<file path="src/rtl/dot_prod_host_pkg.sv">
// rtl/dot_prod_host_pkg.sv - shared constants, types and FSM states for the dot-product host
package dot_prod_pkg;

    localparam int N  = 1000;
    localparam int AW = 10;
    localparam int DW = 27;
    localparam int RW = 64;

    typedef logic signed [DW-1:0] elem_t;
    typedef logic signed [RW-1:0] acc_t;
    typedef logic        [AW-1:0] addr_t;

    typedef enum logic [2:0] {
        LOAD,
        FILL,
        START,
        RUN,
        DONE
    } state_t;

    localparam addr_t LAST_ADDR = addr_t'(N - 1);

    // Saturating step: the array index never wraps past the last slot.
    function automatic addr_t next_addr(input addr_t a);
        return (a == LAST_ADDR) ? a : a + addr_t'(1);
    endfunction

endpackage

</file>
<file path="src/rtl/dot_prod_host_if.sv">
// rtl/dot_prod_host_if.sv - element stream, result stream and accelerator control-port bundle
interface dot_prod_host_if;
    import dot_prod_pkg::*;

    logic  in_valid;
    logic  in_ready;
    elem_t in_a;
    elem_t in_b;
    logic  in_last;

    logic  res_valid;
    logic  res_ready;
    acc_t  res_data;
    logic  res_err;

    logic  acc_r_enable;
    logic  acc_control_arr;
    addr_t acc_init_i;
    acc_t  acc_init_acc;
    logic  acc_we_a;
    logic  acc_we_b;
    addr_t acc_addr_a;
    addr_t acc_addr_b;
    elem_t acc_wdata_a;
    elem_t acc_wdata_b;
    logic  acc_w_enable;
    acc_t  acc_result;

    modport master (
        input  in_valid, in_a, in_b, in_last,
        output in_ready,
        output res_valid, res_data, res_err,
        input  res_ready,
        output acc_r_enable, acc_control_arr, acc_init_i, acc_init_acc,
        output acc_we_a, acc_we_b, acc_addr_a, acc_addr_b, acc_wdata_a, acc_wdata_b,
        input  acc_w_enable, acc_result
    );

    modport slave (
        output in_valid, in_a, in_b, in_last,
        input  in_ready,
        input  res_valid, res_data, res_err,
        output res_ready,
        input  acc_r_enable, acc_control_arr, acc_init_i, acc_init_acc,
        input  acc_we_a, acc_we_b, acc_addr_a, acc_addr_b, acc_wdata_a, acc_wdata_b,
        output acc_w_enable, acc_result
    );

endinterface

</file>
<file path="src/rtl/dot_prod_host_wport.sv">
// rtl/dot_prod_host_wport.sv - registered write-port driver shared by both accelerator arrays
module dot_prod_host_wport
    import dot_prod_pkg::*;
(
    input  logic  clk,
    input  logic  rst,
    input  logic  wr_en,
    input  addr_t wr_addr,
    input  elem_t wr_a,
    input  elem_t wr_b,
    output logic  we,
    output addr_t addr,
    output elem_t wdata_a,
    output elem_t wdata_b
);

    // Address and data hold their last value between writes; only we is a pulse.
    always_ff @(posedge clk or posedge rst) begin
        if (rst) begin
            we      <= 1'b0;
            addr    <= '0;
            wdata_a <= '0;
            wdata_b <= '0;
        end else begin
            we <= wr_en;
            if (wr_en) begin
                addr    <= wr_addr;
                wdata_a <= wr_a;
                wdata_b <= wr_b;
            end
        end
    end

endmodule

</file>
<file path="src/rtl/dot_prod_host.sv">
// rtl/dot_prod_host.sv - loads a/b arrays, starts the accelerator and returns its result; option DOT_PROD_HOST_TIMEOUT_EN
module dot_prod_host
    import dot_prod_pkg::*;
#(
    parameter int TIMEOUT = 65535
)
(
    input  logic            clk,
    input  logic            rst,
    dot_prod_host_if.master bus
);

    state_t state, state_n;
    addr_t  cnt, cnt_n;
    logic   ctrl_q, ctrl_n;
    logic   ren_q, ren_n;
    logic   res_valid_q, res_valid_n;
    acc_t   res_data_q, res_data_n;

    logic   wr_en;
    elem_t  wr_a;
    elem_t  wr_b;
    logic   we;
    addr_t  addr;
    elem_t  wdata_a;
    elem_t  wdata_b;

`ifdef DOT_PROD_HOST_TIMEOUT_EN
    logic        res_err_q, res_err_n;
    logic [31:0] run_cnt, run_cnt_n;
`endif

    always_ff @(posedge clk or posedge rst) begin
        if (rst) begin
            state       <= LOAD;
            cnt         <= '0;
            ctrl_q      <= 1'b1;
            ren_q       <= 1'b0;
            res_valid_q <= 1'b0;
            res_data_q  <= '0;
`ifdef DOT_PROD_HOST_TIMEOUT_EN
            res_err_q   <= 1'b0;
            run_cnt     <= '0;
`endif
        end else begin
            state       <= state_n;
            cnt         <= cnt_n;
            ctrl_q      <= ctrl_n;
            ren_q       <= ren_n;
            res_valid_q <= res_valid_n;
            res_data_q  <= res_data_n;
`ifdef DOT_PROD_HOST_TIMEOUT_EN
            res_err_q   <= res_err_n;
            run_cnt     <= run_cnt_n;
`endif
        end
    end

    always_comb begin
        state_n     = state;
        cnt_n       = cnt;
        ctrl_n      = ctrl_q;
        ren_n       = 1'b0;
        res_valid_n = res_valid_q;
        res_data_n  = res_data_q;
        wr_en       = 1'b0;
        wr_a        = '0;
        wr_b        = '0;
`ifdef DOT_PROD_HOST_TIMEOUT_EN
        res_err_n   = res_err_q;
        run_cnt_n   = run_cnt;
`endif
        case (state)
            LOAD: begin
                if (bus.in_valid) begin
                    wr_en = 1'b1;
                    wr_a  = bus.in_a;
                    wr_b  = bus.in_b;
                    cnt_n = next_addr(cnt);
                    if (cnt == LAST_ADDR) begin
                        state_n = START;
                    end else if (bus.in_last) begin
                        state_n = FILL;
                    end
                end
            end
            FILL: begin
                wr_en = 1'b1;
                cnt_n = next_addr(cnt);
                if (cnt == LAST_ADDR) begin
                    state_n = START;
                end
            end
            START: begin
                ctrl_n  = 1'b0;
                ren_n   = 1'b1;
                state_n = RUN;
`ifdef DOT_PROD_HOST_TIMEOUT_EN
                run_cnt_n = '0;
`endif
            end
            RUN: begin
                if (bus.acc_w_enable && !ren_q) begin
                    res_data_n  = bus.acc_result;
                    res_valid_n = 1'b1;
                    state_n     = DONE;
                end
`ifdef DOT_PROD_HOST_TIMEOUT_EN
                else if (run_cnt == 32'(TIMEOUT - 1)) begin
                    res_data_n  = '0;
                    res_err_n   = 1'b1;
                    res_valid_n = 1'b1;
                    state_n     = DONE;
                end else begin
                    run_cnt_n = run_cnt + 32'd1;
                end
`endif
            end
            DONE: begin
                if (res_valid_q && bus.res_ready) begin
                    res_valid_n = 1'b0;
                    ctrl_n      = 1'b1;
                    cnt_n       = '0;
                    state_n     = LOAD;
`ifdef DOT_PROD_HOST_TIMEOUT_EN
                    res_err_n   = 1'b0;
`endif
                end
            end
            default: state_n = LOAD;
        endcase
    end

    dot_prod_host_wport u_wport (
        .clk     (clk),
        .rst     (rst),
        .wr_en   (wr_en),
        .wr_addr (cnt),
        .wr_a    (wr_a),
        .wr_b    (wr_b),
        .we      (we),
        .addr    (addr),
        .wdata_a (wdata_a),
        .wdata_b (wdata_b)
    );

    assign bus.in_ready        = (state == LOAD);
    assign bus.res_valid       = res_valid_q;
    assign bus.res_data        = res_data_q;
    assign bus.acc_r_enable    = ren_q;
    assign bus.acc_control_arr = ctrl_q;
    assign bus.acc_init_i      = '0;
    assign bus.acc_init_acc    = '0;
    assign bus.acc_we_a        = we;
    assign bus.acc_we_b        = we;
    assign bus.acc_addr_a      = addr;
    assign bus.acc_addr_b      = addr;
    assign bus.acc_wdata_a     = wdata_a;
    assign bus.acc_wdata_b     = wdata_b;

`ifdef DOT_PROD_HOST_TIMEOUT_EN
    assign bus.res_err = res_err_q;
`else
    assign bus.res_err = 1'b0;
`endif

endmodule

</file>
<file path="src/flat_wrapper.sv">
// flat-port wrapper written by rule: the top's interface ports become plain ports
module dot_prod_host_flat import dot_prod_pkg::*;
#(
    parameter int TIMEOUT = 65535
)
  (clk, rst, bus_in_valid, bus_in_a, bus_in_b, bus_in_last, bus_in_ready, bus_res_valid, bus_res_data, bus_res_err, bus_res_ready, bus_acc_r_enable, bus_acc_control_arr, bus_acc_init_i, bus_acc_init_acc, bus_acc_we_a, bus_acc_we_b, bus_acc_addr_a, bus_acc_addr_b, bus_acc_wdata_a, bus_acc_wdata_b, bus_acc_w_enable, bus_acc_result);
  dot_prod_host_if bus_i ();
  input  logic clk;
  input  logic rst;
  input wire logic [$bits(bus_i.in_valid)-1:0] bus_in_valid;
  input wire logic [$bits(bus_i.in_a)-1:0] bus_in_a;
  input wire logic [$bits(bus_i.in_b)-1:0] bus_in_b;
  input wire logic [$bits(bus_i.in_last)-1:0] bus_in_last;
  output wire logic [$bits(bus_i.in_ready)-1:0] bus_in_ready;
  output wire logic [$bits(bus_i.res_valid)-1:0] bus_res_valid;
  output wire logic [$bits(bus_i.res_data)-1:0] bus_res_data;
  output wire logic [$bits(bus_i.res_err)-1:0] bus_res_err;
  input wire logic [$bits(bus_i.res_ready)-1:0] bus_res_ready;
  output wire logic [$bits(bus_i.acc_r_enable)-1:0] bus_acc_r_enable;
  output wire logic [$bits(bus_i.acc_control_arr)-1:0] bus_acc_control_arr;
  output wire logic [$bits(bus_i.acc_init_i)-1:0] bus_acc_init_i;
  output wire logic [$bits(bus_i.acc_init_acc)-1:0] bus_acc_init_acc;
  output wire logic [$bits(bus_i.acc_we_a)-1:0] bus_acc_we_a;
  output wire logic [$bits(bus_i.acc_we_b)-1:0] bus_acc_we_b;
  output wire logic [$bits(bus_i.acc_addr_a)-1:0] bus_acc_addr_a;
  output wire logic [$bits(bus_i.acc_addr_b)-1:0] bus_acc_addr_b;
  output wire logic [$bits(bus_i.acc_wdata_a)-1:0] bus_acc_wdata_a;
  output wire logic [$bits(bus_i.acc_wdata_b)-1:0] bus_acc_wdata_b;
  input wire logic [$bits(bus_i.acc_w_enable)-1:0] bus_acc_w_enable;
  input wire logic [$bits(bus_i.acc_result)-1:0] bus_acc_result;
  assign bus_i.in_valid = bus_in_valid;
  assign bus_i.in_a = bus_in_a;
  assign bus_i.in_b = bus_in_b;
  assign bus_i.in_last = bus_in_last;
  assign bus_in_ready = bus_i.in_ready;
  assign bus_res_valid = bus_i.res_valid;
  assign bus_res_data = bus_i.res_data;
  assign bus_res_err = bus_i.res_err;
  assign bus_i.res_ready = bus_res_ready;
  assign bus_acc_r_enable = bus_i.acc_r_enable;
  assign bus_acc_control_arr = bus_i.acc_control_arr;
  assign bus_acc_init_i = bus_i.acc_init_i;
  assign bus_acc_init_acc = bus_i.acc_init_acc;
  assign bus_acc_we_a = bus_i.acc_we_a;
  assign bus_acc_we_b = bus_i.acc_we_b;
  assign bus_acc_addr_a = bus_i.acc_addr_a;
  assign bus_acc_addr_b = bus_i.acc_addr_b;
  assign bus_acc_wdata_a = bus_i.acc_wdata_a;
  assign bus_acc_wdata_b = bus_i.acc_wdata_b;
  assign bus_i.acc_w_enable = bus_acc_w_enable;
  assign bus_i.acc_result = bus_acc_result;
  dot_prod_host #(.TIMEOUT(TIMEOUT)) u_core (.clk(clk), .rst(rst), .bus(bus_i));
endmodule
</file>
<file path="config.mk">
export PLATFORM = sky130hd
export DESIGN_NAME = dot_prod_host_flat
export DESIGN_NICKNAME = d
export VERILOG_FILES = /design/src/rtl/dot_prod_host_pkg.sv /design/src/rtl/dot_prod_host_if.sv /design/src/rtl/dot_prod_host_wport.sv /design/src/rtl/dot_prod_host.sv /design/src/flat_wrapper.sv
export SDC_FILE = /design/constraint.sdc
export NUM_CORES = 1
export LEC_CHECK = 0
export CAP_MARGIN = 20
export CORE_AREA = 2 2 133 135
export DETAILED_ROUTE_END_ITERATION = 10
export DIE_AREA = 0 0 135 137
export DONT_BUFFER_PORTS = 1
export SLEW_MARGIN = 20
export SYNTH_ARGS = -nofsm -noshare
export SYNTH_HDL_FRONTEND = slang
export SYNTH_SLANG_ARGS = --single-unit
</file>
<file path="constraint.sdc">
create_clock -name clk -period 6.9 [get_ports clk]
set_clock_uncertainty 0.2 [all_clocks]
set_input_delay 1.38 -clock clk [delete_from_list [all_inputs] [get_ports clk]]
set_output_delay 1.38 -clock clk [all_outputs]
set_load 0.05 [all_outputs]
</file>
Word level (Yosys, flattened, before mapping):

Cells that the tools add are included.

* reductions and logical operators: 12
* eq/ne operators: 10
* mux-type cells: 23
* add/sub/neg operators: 1

Operators by type and width (count)
* $mux 27: 4
* $mux 10: 3
* $pmux 10 s3: 1
* $mux 3: 6
* $pmux 3 s5: 1
* $add 10x1->10 const B: 1
* $eq 10x10->1 const B: 1
* $eq 3x2->1 const B: 2
* $ne 2x1->1 const B: 3
* $pmux 1 s2: 3
* $reduce_and 3->1: 2
* $mux 1: 5
* $reduce_and 5->1: 1
* $reduce_and 2->1: 2
* $reduce_bool 2->1: 2
* $eq 3x1->1 const B: 1
* $eq 3x3->1 const B: 1
* $logic_not 3->1: 1
* $ne 3x2->1 const B: 1
* $reduce_bool 3->1: 1
* $logic_and 1x1->1: 2
* $ne 2x2->1 const B: 1
* $logic_not 1->1: 1

* bits in registers: 145

Longest topological paths before layout:

Gate-level depths: netlist of run 1.

* depth after elaboration: 4
* mapped depth: 7
* depth with buffers taken out: 5

Hierarchy:

From an unflattened synthesis of run 1, not the netlist that was laid out.

* cells, all modules: 515
* area, all modules: 7000.5 µm²

By module, submodules not included
* dot_prod_host: seq. area each 2003.2 µm², area each 4292.9 µm², cells each 378, instances 1
* dot_prod_host_wport: seq. area each 1626.6 µm², area each 2707.6 µm², cells each 137, instances 1

Worst setup path before layout of run 1:

OpenSTA, ideal clock, no wires.

* path type: register to output
* start point: register u_core.state[0]
* end point: output bus_in_ready
* path buffers: 1
* slack: 3.641 ns
* arrival: 1.679 ns
* cell stages (with the launch flop): 3
* path through: dfrtp_1 > buf_6 > nor3_1

* longest elaborated chain between the ends: 1

Ends and longest elaborated chain
* from (decl): RTL line dot_prod_host.sv:13 `state_t state, state_n;`
* from (signal assigned): RTL line dot_prod_host.sv:46 `state <= state_n;`
* $logic_not 3->1: RTL line dot_prod_host.sv:147 `assign bus.in_ready = (state == LOAD);`
* to (decl): RTL line flat_wrapper.sv:14 `output wire logic [$bits(bus_i.in_ready)-1:0] bus_in_ready;`

Every way passes these cells.

Final worst setup path of run 1:

Same ends and word-level chain as after synthesis.

==> results summary, run 1 <==
The number of global-route vias before repair is 3364. The initial antenna violation count is 0. The detailed-route DRC error count is 0.

Among all flip-flop cells after synthesis, the most frequent one is sky130_fd_sc_hd__dfrtp_1. The overall via count from detail_route came out at 3419. The critical path depth in cells came out at 1.

Fill cells in the final layout number 1618. The switching power summed over all nets came out at 2.19 mW. The number of hold-slack violations in the final timing report came out at 0. Per report_power, the sequential group accounts for 63.5% of the total. The level count of the clock H-tree is 4. The critical path endpoint category is an output pin.

For this run, the detailed router's first-pass iteration total came to 4. The clock period could shrink to 3400 ps. Setup total negative slack on the finished layout was measured at 0 ps. The standard-cell row count came out at 48. The combined buffer and inverter count along the critical path is 0.

The post-CTS setup buffer count came out at 0. The final number of max-transition violations came out at 0. Traced cell by cell, the critical path runs through nor3_2. No sink is reached through more buffers than the 2 on the longest clock path. The reported leakage power is 3.08 nW. The library cell used most frequently in the layout, excluding fill and tap cells, is sky130_fd_sc_hd__dfrtp_1. The first global-routing pass estimated 18.8 mm of wire. The max capacitance violation total came out at 0. In this run, synthesis inferred 0 flip-flops with an integrated enable.

The area of the die is 18500 um^2. Summed over all layers, the global routing overflow is 0. In this run the worst setup path begins at u_core.state[0]. The synthesis-stage register bit count is 145. The total global-route track usage came out at 13.4%. The origin of the critical flop-to-flop path is u_core.state[0]. The number of distinct library cells after synthesis is 44. The number of port buffers is 0.

The die is 137 um tall. The post-synthesis area per instance is 13.3 um^2. The critical path endpoint is bus_in_ready. The worst slew margin relative to its limit is 28.6%. The critical path data arrival time came out at 1820 ps.

Once detailed placement completed, the half-perimeter wirelength came to 9.42 mm. The proportion of power drawn by the clock network came out at 21.3%. The core area came out at 17100 um^2.

The ratio of final minimum period to clock period is 49.3%. The total of endpoints with negative setup slack in the final report is 0. For this configuration, the core starts out at a cell density of 37.0%. The detailed router finished its first iteration with 118 violations.

The stage delay of the slowest cell on the critical path is 850 ps. The transition at the pin with the smallest max-transition slack came out at 1070 ps. From synthesis to final layout, the design area changed by 6.46%.

The gate count of the mapped netlist came out at 475. Among cell families on the critical path, the largest total delay comes from simple AND/OR/NAND/NOR gates. The number of sinks driven by the clock tree is 145. The worst-case IR drop observed on VDD is 0.290 mV.

The internal power component is 2.02 mW. After clock tree synthesis, the repair step resized 0 gates. The remaining antenna violation count after routing came out at 0. The part of the Yosys area used for sequential elements came out at 57.5%.

The number of nets in the final layout is 583. Measured along the x axis, the die boundary spans 135 um. The maximum number of pins on one net before global-route repair came out at 81. The routed design has 13.1 mm of wire. Net switching is 52.1% of the power. In this run the clock root is driven by a sky130_fd_sc_hd__clkbuf_16. Combinational logic is responsible for 15.1% of the overall power. The maximum clock frequency came out at 294 MHz.

The utilization after layout is 39.4%. At the end of routability-driven placement, the weighted congestion stood at 0.867. Measured in cells, the most critical reg-to-reg path has a length of 3. The reg-to-reg setup timing slack is 3920 ps. The proportion of register bits with asynchronous set or reset after synthesis is 100%. In this run, post-CTS hold repair placed 0 buffers. 343 I/O pins were placed. The cell area after synthesis is 6310 um^2. The peak fanout along the critical path came out at 12.

Dividing the detail-routed wire length by the instance count gives 18.8 um. The total power per unit cell area is 626 nW/um^2. The number of clock buffers inserted by TritonCTS is 17. The min-delay analysis places its worst path in the category reg2reg. The flow ran to the end, and the final reports show no timing, DRC or antenna violations. The clock latency on the worst-skew pair is 410 ps. Clock-pin slew was measured on the worst setup and hold paths at 60 ps. The start-to-end type of the worst setup path is reg2out. Setup repair after global routing left no endpoint under its margin. The minimum hold slack is 384 ps. The average vias per placed instance came out at 4.92. Of the cells placed in the final design, the portion with a size suffix greater than 1 is 25.7%. The worst setup path is launched from a flip-flop. TritonCTS built the clock tree. In the layout the commonest cells are sky130_fd_sc_hd__dfrtp_1 (144), sky130_fd_sc_hd__conb_1 (75), sky130_fd_sc_hd__mux2_2 (74), sky130_fd_sc_hd__a22o_1 (54), sky130_fd_sc_hd__clkbuf_16 (17). The antenna diode count came out at 0. The number of warnings issued by yosys came out at 0. STA puts the critical path data required time at 5320 ps. The cell at the slowest stage of the critical path is sky130_fd_sc_hd__nor3_2. The endpoint identified for the worst register-to-register timing path is u_core.u_wport.wdata_b[6].
-- worst reg2reg max path: stages, from the launching register on --
cell and delay [ps]:
sky130_fd_sc_hd__dfrtp_1 560, sky130_fd_sc_hd__nor3_2 850, sky130_fd_sc_hd__and2_2 980, sky130_fd_sc_hd__a22o_1 310
-- metrics by stage --
| step | worst slack, ps | power (mW) | cells | cell area [um^2] |
|---|---|---|---|---|
| floorplan | 1430 | 3.24 | 549 | 6590 |
| global placement | 3890 | 3.31 | 664 | 6130 |
| detailed placement | 3810 | 3.35 | 664 | 6130 |
| CTS | 3480 | 4.26 | 695 | 6720 |
| global route | 3430 | 4.39 | 695 | 6720 |
| finish | 3500 | 4.21 | 695 | 6720 |
-- worst min-delay path by stage --
stage | startpoint | end | slack [ps] | cells after the start
3_5_place_dp | u_core.cnt[9] | u_core.u_wport.addr[9] | 380 | 1
2_1_floorplan | u_core.cnt[9] | u_core.u_wport.addr[9] | 330 | 1
6_report | u_core.cnt[9] | u_core.u_wport.addr[9] | 380 | 1
5_1_grt | u_core.cnt[1] | u_core.u_wport.addr[1] | 420 | 1
3_3_place_gp | u_core.cnt[9] | u_core.u_wport.addr[9] | 370 | 1
4_1_cts | u_core.cnt[9] | u_core.u_wport.addr[9] | 390 | 1
-- power groups by stage --
stage                     sequential (mW)  clock [mW]  combinational (mW)
after global placement               2.69           0               0.615
after detailed placement             2.70           0               0.646
after global routing                 2.72       0.966               0.702
final                                2.68       0.899               0.636
after CTS                            2.68       0.929               0.649
after floorplan                      2.45           0               0.794
-- Yosys cell counts (3+ instances only) --
master / count / area [um^2]
sky130_fd_sc_hd__nand3_1: 4 / 20.0
sky130_fd_sc_hd__nor3_1: 3 / 15.0
sky130_fd_sc_hd__o21ai_0: 3 / 15.0
sky130_fd_sc_hd__buf_2: 12 / 60.1
sky130_fd_sc_hd__buf_4: 90 / 676
sky130_fd_sc_hd__mux2_2: 74 / 833
sky130_fd_sc_hd__nand2_1: 12 / 45.0
sky130_fd_sc_hd__nand2b_1: 3 / 18.8
sky130_fd_sc_hd__nand4b_1: 4 / 35.0
sky130_fd_sc_hd__a211oi_1: 3 / 22.5
sky130_fd_sc_hd__dfrtp_1: 144 / 3600
sky130_fd_sc_hd__nor2b_1: 3 / 18.8
sky130_fd_sc_hd__nor2_1: 10 / 37.5
sky130_fd_sc_hd__inv_1: 7 / 26.3
sky130_fd_sc_hd__a22o_1: 54 / 473
sky130_fd_sc_hd__xnor2_1: 5 / 43.8
sky130_fd_sc_hd__clkbuf_1: 7 / 26.3
sky130_fd_sc_hd__a21oi_1: 3 / 15.0
sky130_fd_sc_hd__nand4_1: 3 / 18.8
-- flip-flops by register name, indices dropped and copies added, names as in the netlist --
| signal | flops |
|---|---|
| u_core.bus.acc_control_arr | 1 |
| u_core.u_wport.we | 1 |
| u_core.bus.res_valid | 1 |
| u_core.state | 3 |
| u_core.u_wport.wdata_b | 27 |
| u_core.cnt | 10 |
| u_core.u_wport.wdata_a | 27 |
| u_core.u_wport.addr | 10 |
| u_core.bus.acc_r_enable | 1 |
| u_core.bus.res_data | 64 |
-- area by class of cell --
cell class	count	area (um^2)	share of cell area, %
clock inverter	11	130	1.94
tap	225	282	4.19
inverter	7	31.3	0.465
clock buffer	20	457	6.79
timing repair buffer	3	26.3	0.391
multi-input combinational	284	2170	32.2
sequential	145	3630	54.0
-- per-layer routing --
metal | wire length [um] | vias up | track usage [%]
met4 | 303 | 0 | 6.77
met3 | 1000 | 18 | 4.37
met1 | 5040 | 1742 | 15.7
met5 | 0 | - | 0
li1 | - | 1489 | -
met2 | 6750 | 170 | 22.2
-- cell families after synthesis --
kind of cell,count (synthesis),synth area share [%]
and+or+nand+nor,50,4.68
AOI/OAI and AO/OA,79,10.7
adders and majority gates,1,0.198
DFF,145,57.5
xor gates and xnor gates,5,0.694
other,1,0.0594
muxes,74,13.2
buffers and inverters,120,13.0
No activity file was read; power rests on OpenSTA's default activity.
==> run 2: changes to the inputs <==
==> constraint.sdc (replaced) <==
create_clock -name clk -period 2.8 [get_ports clk]
set_clock_uncertainty 0.2 [all_clocks]
set_input_delay 0.56 -clock clk [delete_from_list [all_inputs] [get_ports clk]]
set_output_delay 0.56 -clock clk [all_outputs]
set_load 0.05 [all_outputs]
==> run 2 against run 1 <==
Effect of this change: clock power rose to 2.5 times the previous value; sequential power increased by 140%; setup slack worse by 3000 ps; register-to-register slack worse by 3300 ps; design area is 2.0% higher; count of clock-buffer cells in the layout down 2; routed wire length rose by 3.8%; non-clock buffer count is 9 higher; worst hold slack got worse by 310 ps; first-iteration DRC count is 35% higher; flip-flop and latch count unchanged; total power rose to 2.5 times the previous value.
==> results summary, run 2 (synthesis gave the netlist of run 1 again) <==
The placed standard-cell area came out at 6240 um^2 (+1.8%). The count of boundary I/O pins is 343 (unchanged). The flip-flop count of the largest register after layout came to 64 (unchanged).

The final number of max-transition violations came out at 0 (unchanged). The cell at the root of the clock tree is sky130_fd_sc_hd__clkbuf_16. The area of the die came out at 18500 um^2 (unchanged).

The routability congestion estimate is 0.769 (-11%). Setup repair after global routing left no endpoint under its margin. The clock period minus final worst setup slack came out at 2290 ps. The average vias per placed instance is 4.92 (+0.11%).

The area of the multi-input gates came out at 2170 um^2 (unchanged). The die boundary height came to 137 um (unchanged). The proportion of power drawn by the clock network came to 21.8% (+0.5 points).

The hold path startpoint is bus_in_a[5]. The overall via count from detail_route came out at 3472 (+1.6%). The total of endpoints with negative setup slack in the final report came out at 0 (unchanged). The peak fanout along the critical path is 12 (unchanged). The maximum ir drop on the vdd rail came out at 0.910 mV (+210%).

The fill cell instance count of the final layout is 1600 (-1.1%). The post-layout total power came to 10.5 mW (+150%). The pre-CTS setup slack came out at 629 ps (-3180 ps). The horizontal extent of the die was 135 um (unchanged).

The number of nets in the final layout is 592 (+1.5%). The start point of the critical path is u_core.state[0]. The final critical-path setup slack came to 514 ps (-2980 ps). The net switching fraction of the power was 52.2% (+0.091 points). The ratio of final minimum period to clock period came out at 81.6%. The flow ran to the end, and the final reports show no timing, DRC or antenna violations.

The tightest min-delay check is of the in2reg type. The number of clock buffers inserted by TritonCTS is 17 (unchanged). The antenna diode count is 0 (unchanged). The switching power summed over all nets is 5.50 mW (+150%). In the layout the commonest cells are sky130_fd_sc_hd__dfrtp_1 (144), sky130_fd_sc_hd__conb_1 (75), sky130_fd_sc_hd__mux2_2 (74), sky130_fd_sc_hd__a22o_1 (54), sky130_fd_sc_hd__clkbuf_16 (17). The non-filler instance count after layout is 705 (+1.4%). The post-detailed-placement half-perimeter wirelength came out at 9.99 mm (+6.0%). The final-layout setup total negative slack came out at 0 ps (unchanged). The total power per unit cell area was 1540 nW/um^2 (+150%). The start-to-end type of the worst setup path is reg2out. The wire length of the first global-routing pass came out at 20.0 mm (+6.6%).

The minimum hold slack came out at 71.0 ps (-313 ps). The post-CTS setup buffer count came out at 0 (unchanged). The level count of the clock H-tree came out at 4 (unchanged). The worst hold path cell count is 1 (unchanged).

The number of sinks driven by the clock tree is 145 (unchanged). The reported leakage power came out at 3.15 nW (+2.3%). TritonCTS built the clock tree. The internal power component is 5.04 mW (+150%). The detailed-route wire length came to 13.6 mm (+3.8%).

The remaining antenna violation count after routing came to 0 (unchanged). The fraction of layout cells with a size suffix above 1 was 27.3% (+1.5 points). The critical path required time is 2040 ps (-3280 ps).

The most common cell after layout, fill and taps aside is sky130_fd_sc_hd__dfrtp_1. The max capacitance violation total is 0 (unchanged). The transition at the pin with the smallest max-transition slack is 941 ps (-130 ps). The initial antenna violation count came out at 0 (unchanged). The detailed router's first-iteration violation count was 159 (+35%). The synthesis-to-finish area growth came out at 8.60%.

The effective utilization at floorplan came out at 37.0% (unchanged). The number of cells after detailed placement is 672 (+1.2%). The core area came out at 17100 um^2 (unchanged). The length of the first detailed-routing pass in iterations is 4 (unchanged). The critical path launch point type is a flip-flop. The count of cells along the worst register-to-register path came to 4 (+1). The wire length per cell after detailed routing came to 19.3 um (+2.4%). The standard-cell row count is 48 (unchanged).

The number of hold-slack violations in the final timing report came to 0 (unchanged). In this run the critical register-to-register path is launched from u_core.state[0]. The number of port buffers is 0 (unchanged).

The final global-route overflow total came to 0 (unchanged). The maximum number of pins on one net before global-route repair came out at 72 (-11%). The number of global-route vias before repair came to 3517 (+4.5%). The worst setup path is captured at an output pin. The part of the total power dissipated in sequential elements is 60.7% (-2.8 points). The final instance area came to 6860 um^2 (+2.0%). The portion of total power attributed to combinational logic is 17.6% (+2.5 points). The clock latency on the worst-skew pair is 420 ps (about the same). The clock transition at the register clock pins on the worst setup and hold paths after CTS is 60 ps (about the same).

The total global-route track usage is 14.4% (+0.96 points). The detailed-route DRC error count came to 0 (unchanged). The area occupied by registers is 3630 um^2 (unchanged). The critical path data arrival time is 1530 ps (-290 ps). The utilization after layout is 40.2% (+0.79 points). The maximum clock frequency came out at 437 MHz. The worst slew margin relative to its limit came out at 37.3% (+8.7 points). The quantity of gates resized following cts is 0 (unchanged). The maximum buffer depth of the clock tree came out at 2 (unchanged).
==> run 2: path summary, 6_finish.rpt <==
check                                        endpoint  slack (ps)
max                                      bus_in_ready         510
min                         u_core.u_wport.wdata_a[5]          70
max reg2reg                             u_core.cnt[3]         610
min reg2reg                    u_core.u_wport.addr[9]         370
max in group asynchronous  u_core.bus.acc_control_arr        1200
min in group asynchronous     u_core.bus.res_data[12]         430
==> run 2: layout make-up <==
| class | count | share of cell area, % |
|---|---|---|
| well taps | 225 | 4.11 |
| repair buffers | 12 | 2.08 |
| clock buffers | 18 | 6.41 |
| flip-flops and latches | 145 | 52.9 |
| clock inverters | 14 | 2.45 |
| inverters | 7 | 0.438 |
| multi-input cells | 284 | 31.6 |
==> run 2: what timing repair did <==
action / 4_1_cts / 5_1_grt
endpoints found under the setup margin: 0 / 0
hold buffers: 1 / 0
endpoints found under the hold margin: 17 / 0
==> run 2: critical path, stage by stage, from the launching register on <==
cell                      delay, ps
sky130_fd_sc_hd__dfrtp_1        560
sky130_fd_sc_hd__nor3_2         310
sky130_fd_sc_hd__buf_4          240
==> run 2: metal layers <==
layer | share of wire [%] | global-route usage (%)
met1 | 37 | 16.1
met2 | 54 | 24.6
met3 | 7.3 | 4.89
met5 | 0 | 0
met4 | 1.7 | 6.77
==> run 2: power by group through the flow <==
stage	logic [mW]	clock network, mW	registers [mW]
final	1.85	2.29	6.40
after floorplan	1.96	0	6.03
after CTS	1.88	2.36	6.42
after global routing	2.04	2.45	6.51
after detailed placement	1.87	0	6.47
after global placement	1.80	0	6.44
==> run 3: changes to the inputs <==
==> constraint.sdc (replaced) <==
create_clock -name clk -period 1.9 [get_ports clk]
set_clock_uncertainty 0.2 [all_clocks]
set_input_delay 0.38 -clock clk [delete_from_list [all_inputs] [get_ports clk]]
set_output_delay 0.38 -clock clk [all_outputs]
set_load 0.05 [all_outputs]
==> run 3 against run 2 <==
Effect of this change: core utilization is 10 points higher; the flow now finishes with violations (negative setup slack); register-to-register slack worse by 650 ps; routed wire length is 19% higher; sequential share of layout area is 11 points lower.
==> results summary, run 3 (synthesis gave the netlist of run 1 again) <==
The transition at the pin with the smallest max-transition slack came out at 543 ps (-398 ps). The maximum ir drop on the vdd rail is 1.01 mV (+11%). The remaining antenna violation count after routing is 0 (unchanged).

The number of cells after detailed placement came out at 703 (+4.6%). STA classifies the critical path startpoint as a flip-flop. The worst hold path begins at bus_res_ready. The flow ran to the end, but the final reports show violations. The worst register-to-register path begins at u_core.state[2].

The length of the first detailed-routing pass in iterations was 4 (unchanged). The library cell used most frequently in the layout, excluding fill and tap cells, is sky130_fd_sc_hd__dfrtp_1. The detailed router's first-iteration violation count is 159 (unchanged). The count of cells along the worst register-to-register path came to 5 (+1). The internal power component came out at 8.29 mW (+64%). The core area is 17100 um^2 (unchanged). The total of endpoints with negative setup slack in the final report came out at 3 (+3). The detailed-route wire length was 16.2 mm (+19%).

The worst slew margin relative to its limit came out at 63.8% (+27 points). The post-detailed-placement half-perimeter wirelength is 10.3 mm (+2.8%). The overall via count from detail_route was 4206 (+21%). The effective utilization at floorplan came out at 37.0% (unchanged). The CTS tree is done. The fraction of layout cells with a size suffix above 1 came out at 28.1% (+0.86 points). The worst hold path cell count is 2 (+1). The synthesis-to-finish area growth came out at 36.0%. The endpoint of the worst register-to-register path is u_core.cnt[3]. The max capacitance violation total is 0 (unchanged). The critical path endpoint category is a flip-flop. The average vias per placed instance is 4.85 (-1.6%). Clock tree synthesis selected as its root buffer the cell sky130_fd_sc_hd__clkbuf_16.

Setup repair after global routing could not meet its margin everywhere. The critical path required time came out at 2050 ps (about the same). The reported leakage power came out at 3.94 nW (+25%). The area of the die came out at 18500 um^2 (unchanged). The peak fanout along the critical path is 6 (-6). The final global-route overflow total came out at 0 (unchanged). The number of clock buffers inserted by TritonCTS was 17 (unchanged). The ratio of final minimum period to clock period came out at 102%.

The flip-flop count of the largest register after layout is 64 (unchanged). The part of the total power dissipated in sequential elements is 52.3% (-8.4 points). The non-filler instance count after layout was 868 (+23%). The total power per unit cell area is 1940 nW/um^2 (+26%). The classification of the worst-slack hold path is in2reg. The minimum hold slack came out at 27.6 ps (-43.4 ps).

The level count of the clock H-tree came out at 4 (unchanged). The checks that failed: negative setup slack. The net switching fraction of the power is 50.2% (-2.0 points). The final-layout setup total negative slack came out at -103 ps (-103 ps).

The worst hold endpoint is u_core.bus.acc_control_arr. By startpoint and endpoint, the worst setup path is classified as reg2reg. The total global-route track usage is 16.5% (+2.1 points).

The critical path data arrival time is 2090 ps (+560 ps). The reg-to-reg setup timing slack is -40 ps (-650 ps). The library cells used most frequently in the layout, excluding fill and tap cells, are sky130_fd_sc_hd__dfrtp_1 (142), sky130_fd_sc_hd__dlygate4sd3_1 (120), sky130_fd_sc_hd__conb_1 (75), sky130_fd_sc_hd__mux2_2 (74), sky130_fd_sc_hd__a22o_1 (54). The standard-cell row count is 48 (unchanged). The clock period minus final worst setup slack came out at 1940 ps. The portion of total power attributed to combinational logic came out at 26.0% (+8.4 points). The proportion of power drawn by the clock network is 21.7% (about the same). The count of boundary I/O pins came out at 343 (unchanged). The wire length per cell after detailed routing came out at 18.6 um (-3.3%). The maximum number of pins on one net before global-route repair is 90 (+25%). The number of port buffers is 0 (unchanged). The number of nets in the final layout is 755 (+28%). The maximum buffer depth of the clock tree was 2 (unchanged).

The die boundary height was 137 um (unchanged). The detailed-route DRC error count came out at 0 (unchanged). The final number of max-transition violations is 0 (unchanged).

The area of the multi-input gates came out at 2210 um^2 (+2.3%). The switching power summed over all nets came to 8.35 mW (+52%). The number of hold-slack violations in the final timing report is 0 (unchanged). The clock latency on the worst-skew pair came to 410 ps (about the same). The routability congestion estimate came to 0.919 (+20%). The wire length of the first global-routing pass came out at 23.3 mm (+17%). The number of sinks driven by the clock tree is 145 (unchanged). The number of global-route vias before repair came out at 4433 (+26%). The initial antenna violation count was 0 (unchanged). The area occupied by registers is 3630 um^2 (about the same).

The fill cell instance count of the final layout is 1441 (-9.9%). The antenna diode count is 0 (unchanged). The final critical-path setup slack is -44.4 ps (-559 ps). The maximum clock frequency came out at 514 MHz. The horizontal extent of the die came to 135 um (unchanged). The utilization after layout is 50.3% (+10 points). The clock transition at the register clock pins on the worst setup and hold paths after CTS came out at 60 ps (about the same).
-- run 3: cell types whose count changed in the layout (fill, tap and decap cells not counted), sizes merged, moves of 2 or more --
cell and change:
buf +42, bufinv +2, clkbuf +2, dlygate4sd3 +119
inv -2
-- run 3: metrics by stage --
step	worst slack, ps	power, mW	cell area [um^2]
4_1_cts	-50.4	16.7	8480
3_3_place_gp	18.2	12.6	6530
3_5_place_dp	-46.1	12.8	6530
6_report	-44.4	16.6	8590
2_1_floorplan	-498	11.8	6620
5_1_grt	-98.9	17.3	8590
-- run 3: layer usage --
layer / wire, um / track usage, %
met4: 353 / 7.64
met3: 1150 / 5.33
met2: 8820 / 30.4
met1: 5860 / 17.0
met5: 0 / 0
-- run 3: worst max path at each step --
stage	from	end	slack, ps	cells past startpoint
after floorplan	rst	u_core.bus.acc_r_enable	-500	1
after global placement	u_core.state[0]	u_core.cnt[9]	20	5
after detailed placement	u_core.state[1]	u_core.bus.res_data[61]	-50	4
after CTS	u_core.state[1]	bus_in_ready	-50	3
after global routing	u_core.state[2]	u_core.cnt[3]	-100	5
final	u_core.state[2]	u_core.cnt[3]	-40	5
-- run 3: timing repair --
item	4_1_cts	5_1_grt
setup buffers	6	4
endpoints found under the setup margin	68	127
hold endpoints to repair	263	0
gates cloned	1	2
gates resized for setup	9	7
hold buffers	120	0
pin swaps	2	3
-- run 3: power groups by stage --
| stage | registers, mW | clock network, mW | logic (mW) |
|---|---|---|---|
| 2_1_floorplan | 8.89 | 0 | 2.91 |
| 3_3_place_gp | 8.71 | 0 | 3.88 |
| 3_5_place_dp | 8.75 | 0 | 4.00 |
| 4_1_cts | 8.69 | 3.71 | 4.30 |
| 5_1_grt | 8.83 | 3.83 | 4.63 |
| 6_report | 8.70 | 3.61 | 4.32 |
-- run 3: area by class of cell --
type	instances	share of cell area, %
inverters	7	0.350
flip-flops and latches	145	42.3
clock buffers	18	5.11
clock inverters	14	2.35
multi-input cells	284	25.8
repair buffers	175	20.8
well taps	225	3.28
-- run 3: worst max-delay path: stages, from the launching register on --
cell	delay, ps
sky130_fd_sc_hd__dfrtp_1	400
sky130_fd_sc_hd__buf_4	160
sky130_fd_sc_hd__nand4b_4	160
sky130_fd_sc_hd__a2111o_1	470
sky130_fd_sc_hd__or4_1	410
sky130_fd_sc_hd__nand2_1	80
